**config.mk**
```make
export PLATFORM = sky130hd
export DESIGN_NAME = tap_capture_arbiter_flat
export DESIGN_NICKNAME = d
export VERILOG_FILES = /design/src/rtl/tapcap_pkg.sv /design/src/rtl/tapcap_if.sv /design/src/rtl/tapcap_delay_line.sv /design/src/rtl/tap_capture_arbiter.sv /design/src/flat_wrapper.sv
export SDC_FILE = /design/constraint.sdc
export NUM_CORES = 1
export LEC_CHECK = 0
export ABC_AREA = 0
export CAP_MARGIN = 25
export CELL_PAD_IN_SITES_DETAIL_PLACEMENT = 1
export CELL_PAD_IN_SITES_GLOBAL_PLACEMENT = 1
export CORE_MARGIN = 2
export CORE_UTILIZATION = 46
export CTS_BUF_LIST = sky130_fd_sc_hd__clkbuf_4 sky130_fd_sc_hd__clkbuf_8
export DETAILED_ROUTE_END_ITERATION = 8
export PLACE_DENSITY_LB_ADDON = 0.1
export SYNTH_ARGS = -nofsm -noshare
export SYNTH_HDL_FRONTEND = slang
export SYNTH_HIERARCHICAL = 1
export SYNTH_SLANG_ARGS = --single-unit
```
**constraint.sdc**
```tcl
create_clock -name clk -period 4.52 [get_ports clk]
set_input_delay 0.904 -clock clk [delete_from_list [all_inputs] [get_ports clk]]
set_output_delay 0.904 -clock clk [all_outputs]
set_load 0.02 [all_outputs]
```
**src/rtl/tapcap_pkg.sv**
```systemverilog
// Shared types and the round-robin pick helper for the tap capture arbiter.
package tapcap_pkg;

    typedef enum logic [1:0] {
        IDLE,
        WAIT,
        HOLD
    } state_t;

    // Upper bound on requester count handled by rr_pick.
    localparam int MAX_REQ = 32;

    // One-hot select of the first set bit of valid at or after ptr, cyclic over num bits.
    function automatic logic [MAX_REQ-1:0] rr_pick(
        input logic [MAX_REQ-1:0] valid,
        input int unsigned        ptr,
        input int unsigned        num
    );
        logic [MAX_REQ-1:0] pick;
        logic               found;
        int unsigned        idx;
        pick  = '0;
        found = 1'b0;
        for (int unsigned k = 0; k < MAX_REQ; k++) begin
            idx = ptr + k;
            if (idx >= num) begin
                idx = idx - num;
            end
            if ((k < num) && !found && valid[idx[4:0]]) begin
                pick[idx[4:0]] = 1'b1;
                found          = 1'b1;
            end
        end
        return pick;
    endfunction

endpackage

```
**src/rtl/tapcap_if.sv**
```systemverilog
// Request/capture bundle for tap_capture_arbiter.
// Optional macro TAPCAP_ERR_EN adds cap_err.
interface tapcap_if #(
    parameter int NUM_REQ  = 4,
    parameter int NUM_TAPS = 6,
    parameter int DATA_W   = 8
);
    localparam int TAP_W = $clog2(NUM_TAPS);
    localparam int ID_W  = $clog2(NUM_REQ);

    logic [NUM_REQ-1:0]       req_valid;
    logic [NUM_REQ*TAP_W-1:0] req_tap;
    logic [NUM_REQ-1:0]       req_ready;
    logic                     cap_valid;
    logic                     cap_ready;
    logic [DATA_W-1:0]        cap_data;
    logic [ID_W-1:0]          cap_id;
    logic [TAP_W-1:0]         cap_tap;
`ifdef TAPCAP_ERR_EN
    logic                     cap_err;

    modport master (
        output req_valid, req_tap, cap_ready,
        input  req_ready, cap_valid, cap_data, cap_id, cap_tap, cap_err
    );
    modport slave (
        input  req_valid, req_tap, cap_ready,
        output req_ready, cap_valid, cap_data, cap_id, cap_tap, cap_err
    );
`else
    modport master (
        output req_valid, req_tap, cap_ready,
        input  req_ready, cap_valid, cap_data, cap_id, cap_tap
    );
    modport slave (
        input  req_valid, req_tap, cap_ready,
        output req_ready, cap_valid, cap_data, cap_id, cap_tap
    );
`endif
endinterface

```
**src/rtl/tapcap_delay_line.sv**
```systemverilog
// Register-to-register delay line; stage k is exposed at taps[k*DATA_W +: DATA_W].
module tapcap_delay_line #(
    parameter int DATA_W   = 8,
    parameter int NUM_TAPS = 6
) (
    input  logic                       clk,
    input  logic                       rst_n,
    input  logic [DATA_W-1:0]          in_data,
    output logic [NUM_TAPS*DATA_W-1:0] taps
);

    // Shift every cycle regardless of what the sequencer is doing.
    always_ff @(posedge clk or negedge rst_n) begin
        if (!rst_n) begin
            taps <= '0;
        end else begin
            taps <= {taps[(NUM_TAPS-1)*DATA_W-1:0], in_data};
        end
    end

endmodule

```
**src/rtl/tap_capture_arbiter.sv**
```systemverilog
// Round-robin sequencer that launches a sample into the shared delay line and
// returns it from the requested tap. Optional macro TAPCAP_ERR_EN reports
// out-of-range taps through cap_err instead of clamping them.
//
// state | meaning
// IDLE  | offering a round-robin grant on req_ready
// WAIT  | counting down the tap latency
// HOLD  | result presented on cap_*, waiting for cap_ready
module tap_capture_arbiter
    import tapcap_pkg::*;
#(
    parameter int NUM_REQ  = 4,
    parameter int NUM_TAPS = 6,
    parameter int DATA_W   = 8
) (
    input  logic              clk,
    input  logic              rst_n,
    input  logic [DATA_W-1:0] in_data,
    tapcap_if.slave           bus
);
    localparam int TAP_W = $clog2(NUM_TAPS);
    localparam int ID_W  = $clog2(NUM_REQ);

    logic [NUM_TAPS*DATA_W-1:0] taps;
    logic [DATA_W-1:0]          stage_sel;
    state_t                     state;
    logic [ID_W-1:0]            rr_ptr;
    logic [ID_W-1:0]            id_q;
    logic [ID_W-1:0]            acc_id;
    logic [TAP_W-1:0]           tap_q;
    logic [TAP_W-1:0]           cnt;
    logic [TAP_W-1:0]           raw_tap;
    logic [TAP_W-1:0]           acc_tap;
    logic                       acc_oor;
    logic                       err_q;
    logic [MAX_REQ-1:0]         valid_wide;
    logic [MAX_REQ-1:0]         pick_wide;
    logic [NUM_REQ-1:0]         grant;

    tapcap_delay_line #(
        .DATA_W   (DATA_W),
        .NUM_TAPS (NUM_TAPS)
    ) u_delay_line (
        .clk     (clk),
        .rst_n   (rst_n),
        .in_data (in_data),
        .taps    (taps)
    );

    // Round-robin grant, offered only while idle.
    always_comb begin
        valid_wide               = '0;
        valid_wide[NUM_REQ-1:0]  = bus.req_valid;
        pick_wide                = rr_pick(valid_wide, 32'(rr_ptr), 32'(NUM_REQ));
        grant                    = (state == IDLE) ? pick_wide[NUM_REQ-1:0] : '0;
    end

    assign bus.req_ready = grant;

    // Granted requester index and its tap, clamped into the delay line range.
    always_comb begin
        acc_id = '0;
        for (int i = 0; i < NUM_REQ; i++) begin
            if (grant[i]) begin
                acc_id = ID_W'(i);
            end
        end
        raw_tap = bus.req_tap[acc_id*TAP_W +: TAP_W];
        acc_oor = (32'(raw_tap) >= 32'(NUM_TAPS));
        acc_tap = acc_oor ? TAP_W'(NUM_TAPS-1) : raw_tap;
    end

    // An out-of-range tap_q only occurs with err_q set, where the data is forced to zero.
    assign stage_sel = taps[tap_q*DATA_W +: DATA_W];

    // Sequencer: grant, count down the tap latency, hold the result until taken.
    always_ff @(posedge clk or negedge rst_n) begin
        if (!rst_n) begin
            state         <= IDLE;
            rr_ptr        <= '0;
            id_q          <= '0;
            tap_q         <= '0;
            cnt           <= '0;
            err_q         <= 1'b0;
            bus.cap_valid <= 1'b0;
            bus.cap_data  <= '0;
            bus.cap_id    <= '0;
            bus.cap_tap   <= '0;
`ifdef TAPCAP_ERR_EN
            bus.cap_err   <= 1'b0;
`endif
        end else begin
            case (state)
                IDLE: begin
                    if (|grant) begin
                        id_q   <= acc_id;
                        rr_ptr <= (32'(acc_id) == NUM_REQ-1) ? '0 : acc_id + 1'b1;
`ifdef TAPCAP_ERR_EN
                        // Bad taps skip the countdown and report on the next edge.
                        tap_q  <= raw_tap;
                        cnt    <= acc_oor ? '0 : raw_tap;
                        err_q  <= acc_oor;
`else
                        tap_q  <= acc_tap;
                        cnt    <= acc_tap;
                        err_q  <= 1'b0;
`endif
                        state  <= WAIT;
                    end
                end
                WAIT: begin
                    if (cnt != '0) begin
                        cnt <= cnt - 1'b1;
                    end else begin
                        bus.cap_valid <= 1'b1;
                        bus.cap_data  <= err_q ? '0 : stage_sel;
                        bus.cap_id    <= id_q;
                        bus.cap_tap   <= tap_q;
`ifdef TAPCAP_ERR_EN
                        bus.cap_err   <= err_q;
`endif
                        state         <= HOLD;
                    end
                end
                HOLD: begin
                    if (bus.cap_ready) begin
                        bus.cap_valid <= 1'b0;
`ifdef TAPCAP_ERR_EN
                        bus.cap_err   <= 1'b0;
`endif
                        state         <= IDLE;
                    end
                end
                default: state <= IDLE;
            endcase
        end
    end

endmodule

```
**src/flat_wrapper.sv**
```systemverilog
// flat-port wrapper written by rule: the top's interface ports become plain ports
module tap_capture_arbiter_flat import tapcap_pkg::*;
#(
    parameter int NUM_REQ  = 4,
    parameter int NUM_TAPS = 6,
    parameter int DATA_W   = 8
)
  (clk, rst_n, in_data, bus_req_valid, bus_req_tap, bus_cap_ready, bus_req_ready, bus_cap_valid, bus_cap_data, bus_cap_id, bus_cap_tap);
  tapcap_if #(.NUM_REQ(NUM_REQ), .NUM_TAPS(NUM_TAPS), .DATA_W(DATA_W)) bus_i ();
  input  logic clk;
  input  logic rst_n;
  input  logic [DATA_W-1:0] in_data;
  input wire logic [$bits(bus_i.req_valid)-1:0] bus_req_valid;
  input wire logic [$bits(bus_i.req_tap)-1:0] bus_req_tap;
  input wire logic [$bits(bus_i.cap_ready)-1:0] bus_cap_ready;
  output wire logic [$bits(bus_i.req_ready)-1:0] bus_req_ready;
  output wire logic [$bits(bus_i.cap_valid)-1:0] bus_cap_valid;
  output wire logic [$bits(bus_i.cap_data)-1:0] bus_cap_data;
  output wire logic [$bits(bus_i.cap_id)-1:0] bus_cap_id;
  output wire logic [$bits(bus_i.cap_tap)-1:0] bus_cap_tap;
  assign bus_i.req_valid = bus_req_valid;
  assign bus_i.req_tap = bus_req_tap;
  assign bus_i.cap_ready = bus_cap_ready;
  assign bus_req_ready = bus_i.req_ready;
  assign bus_cap_valid = bus_i.cap_valid;
  assign bus_cap_data = bus_i.cap_data;
  assign bus_cap_id = bus_i.cap_id;
  assign bus_cap_tap = bus_i.cap_tap;
  tap_capture_arbiter #(.NUM_REQ(NUM_REQ), .NUM_TAPS(NUM_TAPS), .DATA_W(DATA_W)) u_core (.clk(clk), .rst_n(rst_n), .in_data(in_data), .bus(bus_i));
endmodule
```
**Word-level counts from Yosys, hierarchy flattened**

Cells that the tools add are included.

- Reductions and logical operators: 20
- Equality and inequality tests: 7
- Muxes and demuxes: 43
- Multipliers: 1
- Bitwise operators: 4
- Shifts and indexed selects: 2
- Add/sub/neg operators: 9
- Magnitude comparators: 13
- Divide/modulo/power cells: 0

Operators with widths:

| cell | count |
|---|---|
| $ge A32 B3 Y1 const B | 3 |
| $shiftx A48 B7 Y8 | 1 |
| $lt A5 B6 Y1 const B | 4 |
| $bmux W1 S5 | 4 |
| $demux W1 S5 | 4 |
| $ge A5 B1 Y1 const B | 4 |
| $mux W4 | 5 |
| $mux W5 | 4 |
| $sub A5 B3 Y5 const B | 3 |
| $mux W1 | 14 |
| $mux W2 | 6 |
| $or A4 B4 Y4 | 3 |
| $shiftx A12 B5 Y3 | 1 |
| $mux W3 | 3 |
| $reduce_and A3 Y1 | 3 |
| $logic_and A1 B1 Y1 | 7 |
| $add A2 B2 Y3 const B | 2 |
| $ne A2 B2 Y1 const B | 3 |
| $pmux W2 S3 | 1 |
| $pmux W3 S2 | 1 |
| $eq A2 B2 Y1 const B | 2 |
| $mul A2 B2 Y4 const B | 1 |
| $reduce_and A2 Y1 | 2 |
| $reduce_bool A2 Y1 | 2 |
| 14 further kinds | 16 |

- Bits in registers: 74
- Output and inout port bits: 18
- Latch bits: 0
- Memories: 0
- Memory bits (read-only): 0
- RAM bits: 0
- Input port bits: 27
- Word-level logic and storage cells: 109

**Depth between registers and ports, before layout**

Gate-level depths: netlist (run 1).

- Depth after elaboration: 24
- Mapped depth: 14
- Mapped depth without buffers: 11

**Hierarchy**

Netlist (run 1), hierarchy kept.

Modules (own cells, without submodules):

| module | area an instance (um^2) | times used | cells each | seq. area each (um^2) |
|---|---|---|---|---|
| tap_capture_arbiter | 2054.5 | 1 | 207 | 650.6 |
| tapcap_delay_line | 1201.2 | 1 | 48 | 1201.2 |

**Least setup slack after synthesis (run 1)**

No wires, ideal clock.

- Path kind: register to output
- From: register u_core.rr_ptr[0]
- To: output port bus_req_ready[1]
- Buffers on the path: 3
- Stages on the path, launching flop included: 12
- Required time: 3.616 ns
- Arrival time: 2.778 ns
- Slack: 0.838 ns
- Cell sequence: dfrtp_1 buf_6 inv_4 ha_1 buf_2 nor2_1 or4_1 a222oi_1 a32oi_1 and2_1 buf_2 nor2_1

- Longest elaborated chain between the ends: 15
- Elaborated cells between the ends (all ways): 60
- Classes of those cells: add/sub: 7; order compare: 12; mux: 28; bitwise: 3; reduce/logical: 10

Ends and longest elaborated chain:

| what | line | text |
|---|---|---|
| from (decl) | tap_capture_arbiter.sv:27 | `logic [ID_W-1:0] rr_ptr;` |
| from (signal assigned) | tap_capture_arbiter.sv:97 | `rr_ptr <= (32'(acc_id) == NUM_REQ-1) ? '0 : acc_id + 1'b1;` |
| branches (longest 13 deep; another with $ge A32 B3 Y1) | n/a |  |
| $mux W4 * | tapcap_pkg.sv:29 | `if ((k < num) && !found && valid[idx[4:0]]) begin` |
| $mux W4 * | tap_capture_arbiter.sv:55 | `grant = (state == IDLE) ? pick_wide[NUM_REQ-1:0] : '0;` |
| to (decl) | flat_wrapper.sv:16 | `output wire logic [$bits(bus_i.req_ready)-1:0] bus_req_ready;` |

Every way passes the cells marked *. The select of a mux whose other input is x is not followed.

**Worst setup path in the final report (run 1)**

- From: input port bus_req_valid[0]
- To: output port bus_req_ready[2]

- Longest elaborated chain between the ends: 13
- Elaborated cells between the ends (all ways): 25
- Classes of those cells: mux: 16; bitwise: 3; reduce/logical: 6

Ends and longest elaborated chain:

| what | line | text |
|---|---|---|
| from (decl) | flat_wrapper.sv:13 | `input wire logic [$bits(bus_i.req_valid)-1:0] bus_req_valid;` |
| $bmux W1 S5 | tapcap_pkg.sv:29 |  |
| $mux W1 (not written as such) | tapcap_pkg.sv:29 |  |
| $mux W1 | tapcap_pkg.sv:29 |  |
| $logic_not A1 Y1 | tapcap_pkg.sv:29 |  |
| $logic_and A1 B1 Y1 | tapcap_pkg.sv:29 |  |
| $mux W1 | tapcap_pkg.sv:29 |  |
| $logic_not A1 Y1 | tapcap_pkg.sv:29 |  |
| $logic_and A1 B1 Y1 | tapcap_pkg.sv:29 |  |
| $mux W1 | tapcap_pkg.sv:29 |  |
| $logic_not A1 Y1 | tapcap_pkg.sv:29 |  |
| $logic_and A1 B1 Y1 | tapcap_pkg.sv:29 |  |
| $mux W4 * | tapcap_pkg.sv:29 |  |
| $mux W4 * | tap_capture_arbiter.sv:55 |  |

Mark *: on every way between the ends. The rest lies on a longest branch, timed or not. The select of a mux whose other input is x is not followed.

==> metrics.md, run 1 <==
| Metric | Value |
|---|---|
| Final Wtd Congestion | `0.783` |
| First-pass DRT Iterations | `4` |
| Most used cell, CP | `clkdlybuf4s50_1` |
| Post-DP HPWL | `4820 um` |
| Initial antenna violation count | `0` |
| Flops & latches, synth | `74` |
| Synth top area share | `between 50% and 60%` |
| RSZ-0062 raised after global routing | `false` |
| Syn Std Cell Area | `0.00326 mm2` |
| Setup TNS | `0 ps` |
| Nets@finish | `roughly 340` |
| Max Cap Viol | `0` |
| Worst path buffer plus inverter count | `3` |
| Residual DRC | `0` |
| Hold crit path type | `flip-flop to flip-flop` |
| First-pass GRT wire length | `11,200 um` |
| Yosys Warn Count | `6` |
| Final Hold Viols | `0` |
| Finished Core Util | `~59%` |
| Most area-hungry cell type in the Yosys netlist | `dfrtp_1` |
| Outcome | `complete, no violations` |
| Critical path arrival | `3420 ps` |
| Via density | `about 5.4` |
| Crit path max fanout | `6` |
| Fmax | `approximately 230 MHz` |
| Largest delay share family, worst path | `buffers and inverters` |
| Synth Area per Inst | `12.8 um2` |
| Max-slew violation count | `0` |
| Initial core utilization | `47.7%` |
| Clock Path Buffers | `2` |
| Critical-path cell list | `clkdlybuf4s50_1 -> mux2i_1 -> or4b_2 -> a31oi_1 -> a221o_2 -> nand2_1 -> inv_1 -> clkdlybuf4s50_1` |
| Worst setup SP type | `input pin` |
| Total Routed Length | `between 6000 and 7000 um` |
| DR vias | `approximately 2,200` |
| Clk Latency, worst-skew pair | `340 ps` |
| CP Capture Type | `output port` |
| H-tree levels | `3` |
| Syn Nets | `around 290` |
| Std cell rows | `30` |
| EDFF count, synth | `0` |
| CTS tree | `built` |
| Die span in x | `around 90 um` |
| Req. time, crit path | `3620 ps` |
| Leakage | `about 1.7 nW` |
| Ys async rst share | `100%` |
| IO buf count | `44` |
| Wire length per cell | `~17 um` |
| Setup CP Type | `input pin to output port` |
| Clock transition at the registers of the reported paths | `about 70 ps` |
| Final Power | `2.75 mW` |
| Library cells used by synthesis | `51` |
| CTS Sinks | `between 70 and 80` |
| Antenna diodes | `0` |
| # IOs | `45` |
| Sequential cell area fraction in the yosys report | `between 50% and 60%` |
| # fillers | `roughly 720` |
| CP max stage cell | `or4b_2` |
| Setup violations, final | `0` |
| VDD IR max | `between 0.2 and 0.3 mV` |
| DIE HEIGHT | `between 80 and 90 um` |
| Final worst path period share | `between 90 and 100%` |
| Crit-path max cell delay | `roughly 620 ps` |
| GR Overflow Total | `0` |
| Most frequent cells in the layout | `72 x dfrtp_1, 42 x clkdlybuf4s50_1, 25 x nor2_1` |
| Hold WS | `370 ps` |
| Rel. slew slack | `42.1%` |
| Total Routing Usage GR | `19.5%` |
| Layout cells sized above 1 | `roughly a fifth` |
| Area growth from synthesis to layout | `23.5%` |
| Reg2Reg Setup Slack | `1020 ps` |
| Final Critical Period | `between 4000 and 5000 ps` |
| Synth Flop Type | `dfrtp_1` |
| Die area | `roughly 0.0078 mm2` |
| Core area | `~0.0068 mm2` |
| Antenna Nets Post-Route | `0` |
| Syn Inst Count | `approximately 260` |
| Synth top area cells | `dfrtp_1 57%, mux4_2 5.5%, mux2_2 5.2%` |
| CTS root buffer | `clkbuf_8` |
| Setup Skew | `slightly below 7 ps` |
| Worst-Margin Slew | `869 ps` |
| Initial detailed-routing violation count | `74` |
| P per Cell Area | `between 600 and 700 mW/mm2` |
| Most common cell after layout, fill and taps aside | `dfrtp_1` |
| Vias in the first global route | `2,275` |
| Largest net degree at the start of global routing | `between 60 and 70` |
| Cts bufs inserted | `9` |
## timing repair
| item | in CTS | in global routing |
|---|---|---|
| gates resized for setup | 1 | 3 |
| gates cloned | 0 | 0 |
| setup buffers | 0 | 0 |
| hold buffers | 0 | 0 |
| pin swaps | 0 | 0 |
| endpoints found under the setup margin | 1 | 4 |
## worst paths after layout
path,depth (start not counted),start,endpoint
max in group asynchronous,2,rst_n,u_core/u_delay_line/taps[20]
min in group asynchronous,1,rst_n,u_core/state[0]
hold / removal,0,u_core/u_delay_line/taps[27],u_core/u_delay_line/taps[35]
setup reg to reg,12,u_core/rr_ptr[0],u_core/cnt[0]
hold reg to reg,0,u_core/u_delay_line/taps[27],u_core/u_delay_line/taps[35]
setup / recovery,8,bus_req_valid[0],bus_req_ready[2]
## synth_stat cells (all sizes together), types with 3 or more instances
master  instances
nor3            4
mux4           11
nand2          15
nor2           25
clkbuf          6
nand3           3
nor2b           3
a31oi           3
o21ai           7
a21oi          13
buf             4
inv            10
nand2b          5
dfrtp          74
ha              9
a22oi          10
mux2           15
## stage by stage
stage	setup WS (ps)	area, um2	instances
floorplan	838	3260	255
global placement	160	3820	392
detailed placement	101	3820	392
CTS	33.0	4010	407
global route	24.0	4020	407
finish	193	4020	407
## worst reg2reg max path, stage by stage, from the launching register on
cell      delay, ps
dfrtp_2         520
inv_4            90
ha_2            420
nor2_1           60
or4_1           390
a222oi_1        330
buf_4           190
a32oi_1         160
a31oi_2         290
nor2_1           90
o41a_4          510
o22ai_2         210
a221o_1         180
## sequential cells by signal, indices dropped and copies added (netlist names)
register and count:
u_core/rr_ptr 2, u_core/bus.cap_data 8, u_core/id_q 2, u_core/bus.cap_tap 3, u_core/u_delay_line/taps 48, u_core/state 2
u_core/bus.cap_id 2, u_core/bus.cap_valid 1, u_core/cnt 3, u_core/tap_q 3
## area by class of cell
type	instances	area, um2	share of cell area [%]
inverter	11	43.8	1.09
tap	96	120	2.99
clock inverter	5	55.1	1.37
sequential	74	1850	46.1
timing repair buffer	51	490	12.2
multi-input combinational	160	1320	32.8
clock buffer	10	138	3.42
## report_power, final
group / internal (mW) / switching, mW / total (mW)
clock network: 0.265 / 0.234 / 0.498
logic: 0.617 / 0.680 / 1.30
registers: 0.801 / 0.152 / 0.952
## routing by layer
layer,vias to the layer above,share of wire (%),global-route usage (%)
li1,1037,-,-
met5,-,0,0
met3,8,3.0,5.18
met1,1138,47,26.7
met4,0,1.8,7.85
met2,35,48,30.0
## cell families after synthesis
group	count (synthesis)	synth area share, %
multiplexers	27	13.5
flip-flops	74	56.9
adder cells (fa/ha/maj)	9	3.46
AO/OA/AOI/OAI	54	12.6
buffers and inverters	21	2.84
AND/OR/NAND/NOR	70	10.8
No activity file was read; power rests on OpenSTA's default activity.
==> run 2: changes to the inputs <==
==> constraint.sdc (replaced) <==
create_clock -name clk -period 4.83 [get_ports clk]
set_input_delay 0.966 -clock clk [delete_from_list [all_inputs] [get_ports clk]]
set_output_delay 0.966 -clock clk [all_outputs]
set_load 0.02 [all_outputs]
==> metrics.md, run 2 (synthesis gave the netlist of run 1 again) <==
| Metric | Value |
|---|---|
| Via density | `5.51 (was 5.45)` |
| Worst-Margin Slew | `926 ps (was 869 ps)` |
| Wire length per cell | `16.7 um (about the same)` |
| VDD IR max | `0.243 mV (was 0.265 mV)` |
| Reg2reg end | `u_core/cnt[0] (unchanged)` |
| Reg-to-Reg Start | `u_core/rr_ptr[0] (unchanged)` |
| Max-slew violation count | `0 (unchanged)` |
| Final Wtd Congestion | `0.756 (was 0.783)` |
| Placed instance count | `390 (was 392)` |
| Die area | `0.00777 mm2 (unchanged)` |
| Initial detailed-routing violation count | `124 (was 74)` |
| Post-CTS Resized | `0 (was 1)` |
| DR vias | `2,238 (was 2,218)` |
| Final WS setup | `222 ps (was 193 ps)` |
| P per Cell Area | `635 mW/mm2 (was 684 mW/mm2)` |
| Post-DP HPWL | `4880 um (was 4820 um)` |
| Most used cell, CP | `clkdlybuf4s50_1 (unchanged)` |
| Max Cap Viol | `0 (unchanged)` |
| Post-CTS Hold Buffers | `0 (unchanged)` |
| Rel. slew slack | `38.3% (was 42.1%)` |
| GR Overflow Total | `0 (unchanged)` |
| Path depth of the worst reg2reg path | `13 (was 12)` |
| Total Routing Usage GR | `19.1% (was 19.5%)` |
| Final Critical Period | `4610 ps` |
| Worst setup SP type | `input pin (unchanged)` |
| Most common cell after layout, fill and taps aside | `dfrtp_1 (unchanged)` |
| Hold crit path type | `flip-flop to flip-flop (unchanged)` |
| IO buf count | `44 (unchanged)` |
| CP Capture Type | `output port (unchanged)` |
| Largest net degree at the start of global routing | `73 (was 62)` |
| Die span in x | `88.1 um (unchanged)` |
| Final Non-Filler Cells | `406 (was 407)` |
| Initial core utilization | `47.7% (unchanged)` |
| Fin area | `0.00400 mm2 (was 0.00402 mm2)` |
| RSZ-0062 raised after global routing | `false (unchanged)` |
| DP Worst Slack | `180 ps (was 101 ps)` |
| Leakage | `1.69 nW (was 1.72 nW)` |
| Total Routed Length | `6770 um (was 6790 um)` |
| Hold Crit Start | `u_core/u_delay_line/taps[27] (unchanged)` |
| Final worst path period share | `95.4%` |
| Crit path max fanout | `6 (unchanged)` |
| Max reg flops | `48 (unchanged)` |
| Setup violations, final | `0 (unchanged)` |
| Setup CP Type | `input pin to output port (unchanged)` |
| Clock Path Buffers | `2 (unchanged)` |
| # fillers | `695 (was 717)` |
| Final Hold Viols | `0 (unchanged)` |
| Biggest regs | `u_core/u_delay_line/taps: 48 flops, u_core/bus.cap_data: 8 flops (unchanged)` |
| H-tree levels | `3 (unchanged)` |
| Antenna Nets Post-Route | `0 (unchanged)` |
| Critical path arrival | `3640 ps (was 3420 ps)` |
| Reg2Reg Setup Slack | `1050 ps (was 1020 ps)` |
| CP max stage cell | `or4b_2 (unchanged)` |
| Setup crit start | `bus_req_valid[0] (unchanged)` |
| CTS root buffer | `clkbuf_8 (unchanged)` |
| CTS tree | `built (unchanged)` |
| Hold Path End | `u_core/u_delay_line/taps[35] (unchanged)` |
| Placed Instance Area | `0.00380 mm2 (was 0.00382 mm2)` |
| Core area | `0.00683 mm2 (unchanged)` |
| Outcome | `complete, no violations (unchanged)` |
| Setup TNS | `0 ps (unchanged)` |
| Std cell rows | `30 (unchanged)` |
| Initial antenna violation count | `0 (unchanged)` |
| First-pass GRT wire length | `11,000 um (was 11,200 um)` |
| Antenna diodes | `0 (unchanged)` |
| Fmax | `217 MHz` |
| Crit-path max cell delay | `650 ps (was 620 ps)` |
| Cts bufs inserted | `9 (unchanged)` |
| Vias in the first global route | `2,260 (was 2,275)` |
| Critical-path cell list | `clkdlybuf4s50_1 -> mux2i_1 -> or4b_2 -> a31oi_1 -> a221o_2 -> nand2_1 -> inv_1 -> clkdlybuf4s50_1 (unchanged)` |
| Hold Crit Depth | `0 (unchanged)` |
| Layout cells sized above 1 | `18.7% (was 19.6%)` |
| Most frequent cells in the layout | `74 x dfrtp_1, 43 x clkdlybuf4s50_1, 25 x nor2_1 (was 72 x dfrtp_1, 42 x clkdlybuf4s50_1, 25 x nor2_1)` |
| Residual DRC | `0 (unchanged)` |
| Nets@finish | `341 (was 343)` |
| Req. time, crit path | `3860 ps (was 3620 ps)` |
| DIE HEIGHT | `88.1 um (unchanged)` |
| First-pass DRT Iterations | `4 (unchanged)` |
| Clk Latency, worst-skew pair | `350 ps (was 340 ps)` |
| Setup Skew | `7.13 ps (was 6.74 ps)` |
| Largest Register | `u_core/u_delay_line/taps (unchanged)` |
| CTS Sinks | `74 (unchanged)` |
| Postcts setup bufs | `0 (unchanged)` |
| # IOs | `45 (unchanged)` |
| Area growth from synthesis to layout | `22.8% (was 23.5%)` |
| Clock transition at the registers of the reported paths | `80 ps (was 70 ps)` |
==> run 2: cell type report <==
class / instances / area, um2 / share of cell area [%]
inverters: 11 / 43.8 / 1.10
clock buffers: 10 / 138 / 3.44
well taps: 96 / 120 / 3.01
repair buffers: 49 / 473 / 11.8
clock inverters: 6 / 48.8 / 1.22
flip-flops and latches: 74 / 1850 / 46.3
multi-input cells: 160 / 1320 / 33.1
==> run 2: report_power, final <==
group	internal (mW)	switching, mW	leakage (nW)
Clock	0.205	0.234	0.0859
Sequential	0.747	0.142	0.860
Combinational	0.560	0.649	0.741
==> run 2: per-stage QoR <==
step           util [%]  hold slack [ps]  total power, mW
2_1_floorplan         -              349             1.71
3_3_place_gp       55.7              352             2.07
3_5_place_dp       55.7              362             2.11
4_1_cts            58.4              375             2.56
5_1_grt            58.5              378             2.72
6_report           58.5              372             2.54
==> run 2: worst max path at each step <==
stage | endpoint | slack, ps | depth (start not counted)
after CTS | bus_req_ready[2] | 180 | 8
final | bus_req_ready[2] | 220 | 8
after global routing | bus_req_ready[1] | 70 | 10
after global placement | bus_req_ready[2] | 310 | 8
after floorplan | bus_req_ready[1] | 1070 | 6
after detailed placement | bus_req_ready[2] | 180 | 8
==> run 2: worst max-delay path: cells and delay by family <==
kind	cells	cell delay, ps
buffers and inverters	3	1240
AOI/OAI and AO/OA	2	480
and+or+nand+nor	2	760
muxes	1	180
==> run 2: metal layers <==
metal / GRT usage, % / part of all wire, % / routed length [um] / up-vias
met5: 0 / 0 / 0 / -
met3: 5.75 / 3.2 / 220 / 8
li1: - / - / - / 1041
met2: 30.6 / 49 / 3290 / 39
met1: 25.0 / 47 / 3190 / 1150
met4: 6.61 / 1.1 / 72 / 0
==> run 3: changes to the inputs <==
--- a/config.mk
+++ b/config.mk
@@ -13,6 +13,7 @@
 export CORE_UTILIZATION = 46
 export CTS_BUF_LIST = sky130_fd_sc_hd__clkbuf_4 sky130_fd_sc_hd__clkbuf_8
 export DETAILED_ROUTE_END_ITERATION = 8
+export GPL_TIMING_DRIVEN = 0
 export PLACE_DENSITY_LB_ADDON = 0.1
 export SYNTH_ARGS = -nofsm -noshare
 export SYNTH_HDL_FRONTEND = slang
==> metrics.md, run 3 (synthesis gave the netlist of run 1 again) <==
| Metric | Value |
|---|---|
| Wire length per cell | `17.2 um (was 16.7 um)` |
| Max reg flops | `48 (unchanged)` |
| First-pass DRT Iterations | `4 (unchanged)` |
| RSZ-0062 raised after global routing | `false (unchanged)` |
| First-pass GRT wire length | `11,600 um (was 11,000 um)` |
| Req. time, crit path | `3860 ps (about the same)` |
| Rel. slew slack | `40.6% (was 38.3%)` |
| Hold Crit Start | `u_core/u_delay_line/taps[39] (was u_core/u_delay_line/taps[27])` |
| CTS tree | `built (unchanged)` |
| VDD IR max | `0.368 mV (was 0.243 mV)` |
| Area growth from synthesis to layout | `24.1% (was 22.8%)` |
| CTS Sinks | `74 (unchanged)` |
| Max Cap Viol | `0 (unchanged)` |
| Core area | `0.00683 mm2 (unchanged)` |
| Antenna diodes | `0 (unchanged)` |
| Residual DRC | `0 (unchanged)` |
| Final Power | `2.58 mW (was 2.54 mW)` |
| Setup Skew | `9.42 ps (was 7.13 ps)` |
| Layout cells sized above 1 | `18.1% (was 18.7%)` |
| Reg2reg end | `u_core/cnt[0] (unchanged)` |
| Total Routed Length | `7080 um (was 6770 um)` |
| Critical path arrival | `3710 ps (was 3640 ps)` |
| Combinational cell fraction of total power | `49.7% (was 47.6%)` |
| Hold Path End | `u_core/u_delay_line/taps[47] (was u_core/u_delay_line/taps[35])` |
| Final Critical Period | `4670 ps (was 4610 ps)` |
| P per Cell Area | `640 mW/mm2 (was 635 mW/mm2)` |
| Final worst path period share | `96.8% (was 95.4%)` |
| Initial antenna violation count | `0 (unchanged)` |
| Die area | `0.00777 mm2 (unchanged)` |
| Crit path max fanout | `10 (was 6)` |
| Hold Crit Depth | `0 (unchanged)` |
| Path depth of the worst reg2reg path | `15 (was 13)` |
| Clock Path Buffers | `2 (unchanged)` |
| Post-DP HPWL | `5020 um (was 4880 um)` |
| Total Routing Usage GR | `19.9% (was 19.1%)` |
| Cts bufs inserted | `9 (unchanged)` |
| Most common cell after layout, fill and taps aside | `dfrtp_1 (unchanged)` |
| DIE HEIGHT | `88.1 um (unchanged)` |
| Std cell rows | `30 (unchanged)` |
| DR vias | `2,280 (was 2,238)` |
| CP Capture Type | `output port (unchanged)` |
| Leakage | `1.74 nW (was 1.69 nW)` |
| CTS root buffer | `clkbuf_8 (unchanged)` |
| Storage cell area | `0.00185 mm2 (about the same)` |
| Outcome | `complete, no violations (unchanged)` |
| Initial detailed-routing violation count | `80 (was 124)` |
| GR Overflow Total | `0 (unchanged)` |
| Fmax | `214 MHz (was 217 MHz)` |
| Largest Register | `u_core/u_delay_line/taps (unchanged)` |
| Antenna Nets Post-Route | `0 (unchanged)` |
| Switching Fraction | `39.0% (was 40.4%)` |
| Clk Latency, worst-skew pair | `350 ps (about the same)` |
| Clock transition at the registers of the reported paths | `70 ps (was 80 ps)` |
| Worst-Margin Slew | `890 ps (was 926 ps)` |
| Hold crit path type | `flip-flop to flip-flop (unchanged)` |
| # fillers | `726 (was 695)` |
| Setup TNS | `0 ps (unchanged)` |
| Reg2Reg Setup Slack | `1130 ps (was 1050 ps)` |
| Via density | `5.55 (was 5.51)` |
| Most frequent cells in the layout | `73 x dfrtp_1, 41 x clkdlybuf4s50_1, 25 x nor2_1 (was 74 x dfrtp_1, 43 x clkdlybuf4s50_1, 25 x nor2_1)` |
| P_sw | `1.01 mW (was 1.02 mW)` |
| Clock power frac | `18.0% (was 17.3%)` |
| Biggest regs | `u_core/u_delay_line/taps: 48 flops, u_core/bus.cap_data: 8 flops (unchanged)` |
| Max-slew violation count | `0 (unchanged)` |
| Area of the multi-input gates | `0.00132 mm2 (about the same)` |
| Pint | `1.58 mW (was 1.51 mW)` |
| Largest net degree at the start of global routing | `75 (was 73)` |
| Nets@finish | `348 (was 341)` |
| # IOs | `45 (unchanged)` |
| Initial core utilization | `47.7% (unchanged)` |
| IO buf count | `44 (unchanged)` |
| Reg-to-Reg Start | `u_core/rr_ptr[0] (unchanged)` |
| Seq pwr share | `32.3% (was 35.0%)` |
| H-tree levels | `3 (unchanged)` |
| Setup CP Type | `input pin to output port (unchanged)` |
| Die span in x | `88.1 um (unchanged)` |
| Worst setup SP type | `input pin (unchanged)` |
| Final Wtd Congestion | `0.791 (was 0.756)` |
| Vias in the first global route | `2,425 (was 2,260)` |
| Setup violations, final | `0 (unchanged)` |
| Final Hold Viols | `0 (unchanged)` |
-- run 3: cell types whose count changed in the layout (fill, tap and decap cells not counted), moves of 2 or more --
cell,before,now
clkbuf_1,0,6
clkinvlp_4,3,0
buf_4,5,3
buf_2,1,3
dlymetal6s2s_1,0,2
clkinv_2,0,2
inv_6,3,0
clkdlybuf4s50_1,43,41
-- run 3: how the worst max path moves through the flow --
stage	startpoint	end	slack, ps	depth (start not counted)
6_report	bus_req_valid[0]	bus_req_ready[3]	160	7
5_1_grt	bus_req_valid[3]	bus_req_ready[3]	30	8
4_1_cts	bus_req_valid[2]	bus_req_ready[1]	40	9
3_5_place_dp	bus_req_valid[2]	bus_req_ready[3]	-180	7
3_3_place_gp	bus_req_valid[3]	bus_req_ready[3]	-110	7
2_1_floorplan	bus_req_valid[1]	bus_req_ready[1]	1070	6
-- run 3: cell type report --
class	instances	share of cell area [%]
well taps	96	2.97
clock buffers	11	3.75
clock inverters	3	0.991
multi-input cells	160	32.8
repair buffers	46	11.3
flip-flops and latches	74	45.9
inverters	11	1.08
plain buffers	10	1.21
-- run 3: per-stage QoR --
stage	cell area, um2	hold WS [ps]	worst slack, ps	instances	utilization [%]
floorplan	3260	349	1070	255	-
global placement	3820	352	-114	395	55.9
detailed placement	3810	358	-180	395	55.8
CTS	4030	373	38.2	411	59.0
global route	4040	380	26.2	411	59.1
finish	4040	367	155	411	59.1
-- run 3: power groups by stage --
| stage | clock network, mW | registers (mW) | logic, mW |
|---|---|---|---|
| 3_3_place_gp | 0 | 0.839 | 1.23 |
| 4_1_cts | 0.481 | 0.837 | 1.29 |
| 2_1_floorplan | 0 | 0.888 | 0.824 |
| 5_1_grt | 0.508 | 0.849 | 1.41 |
| 6_report | 0.465 | 0.834 | 1.29 |
| 3_5_place_dp | 0 | 0.847 | 1.27 |
-- run 3: worst max-delay path, cell delays in order --
cell	delay [ps]
clkdlybuf4s50_1	490
or4_1	540
a222oi_1	360
buf_4	200
a32oi_1	150
a21oi_4	320
clkdlybuf4s50_1	660
-- run 3: repair_timing --
item | CTS | global route
gates resized for setup | 1 | 4
setup buffers | 2 | 0
hold buffers | 0 | 0
endpoints found under the setup margin | 2 | 3
pin swaps | 1 | 0
-- run 3: per-layer routing --
layer / part of all wire (%) / vias up / global-route usage [%]
li1: - / 1055 / -
met1: 46 / 1188 / 26.2
met2: 50 / 33 / 33.1
met3: 3.3 / 4 / 6.79
met4: 0.56 / 0 / 3.03
met5: 0 / - / 0
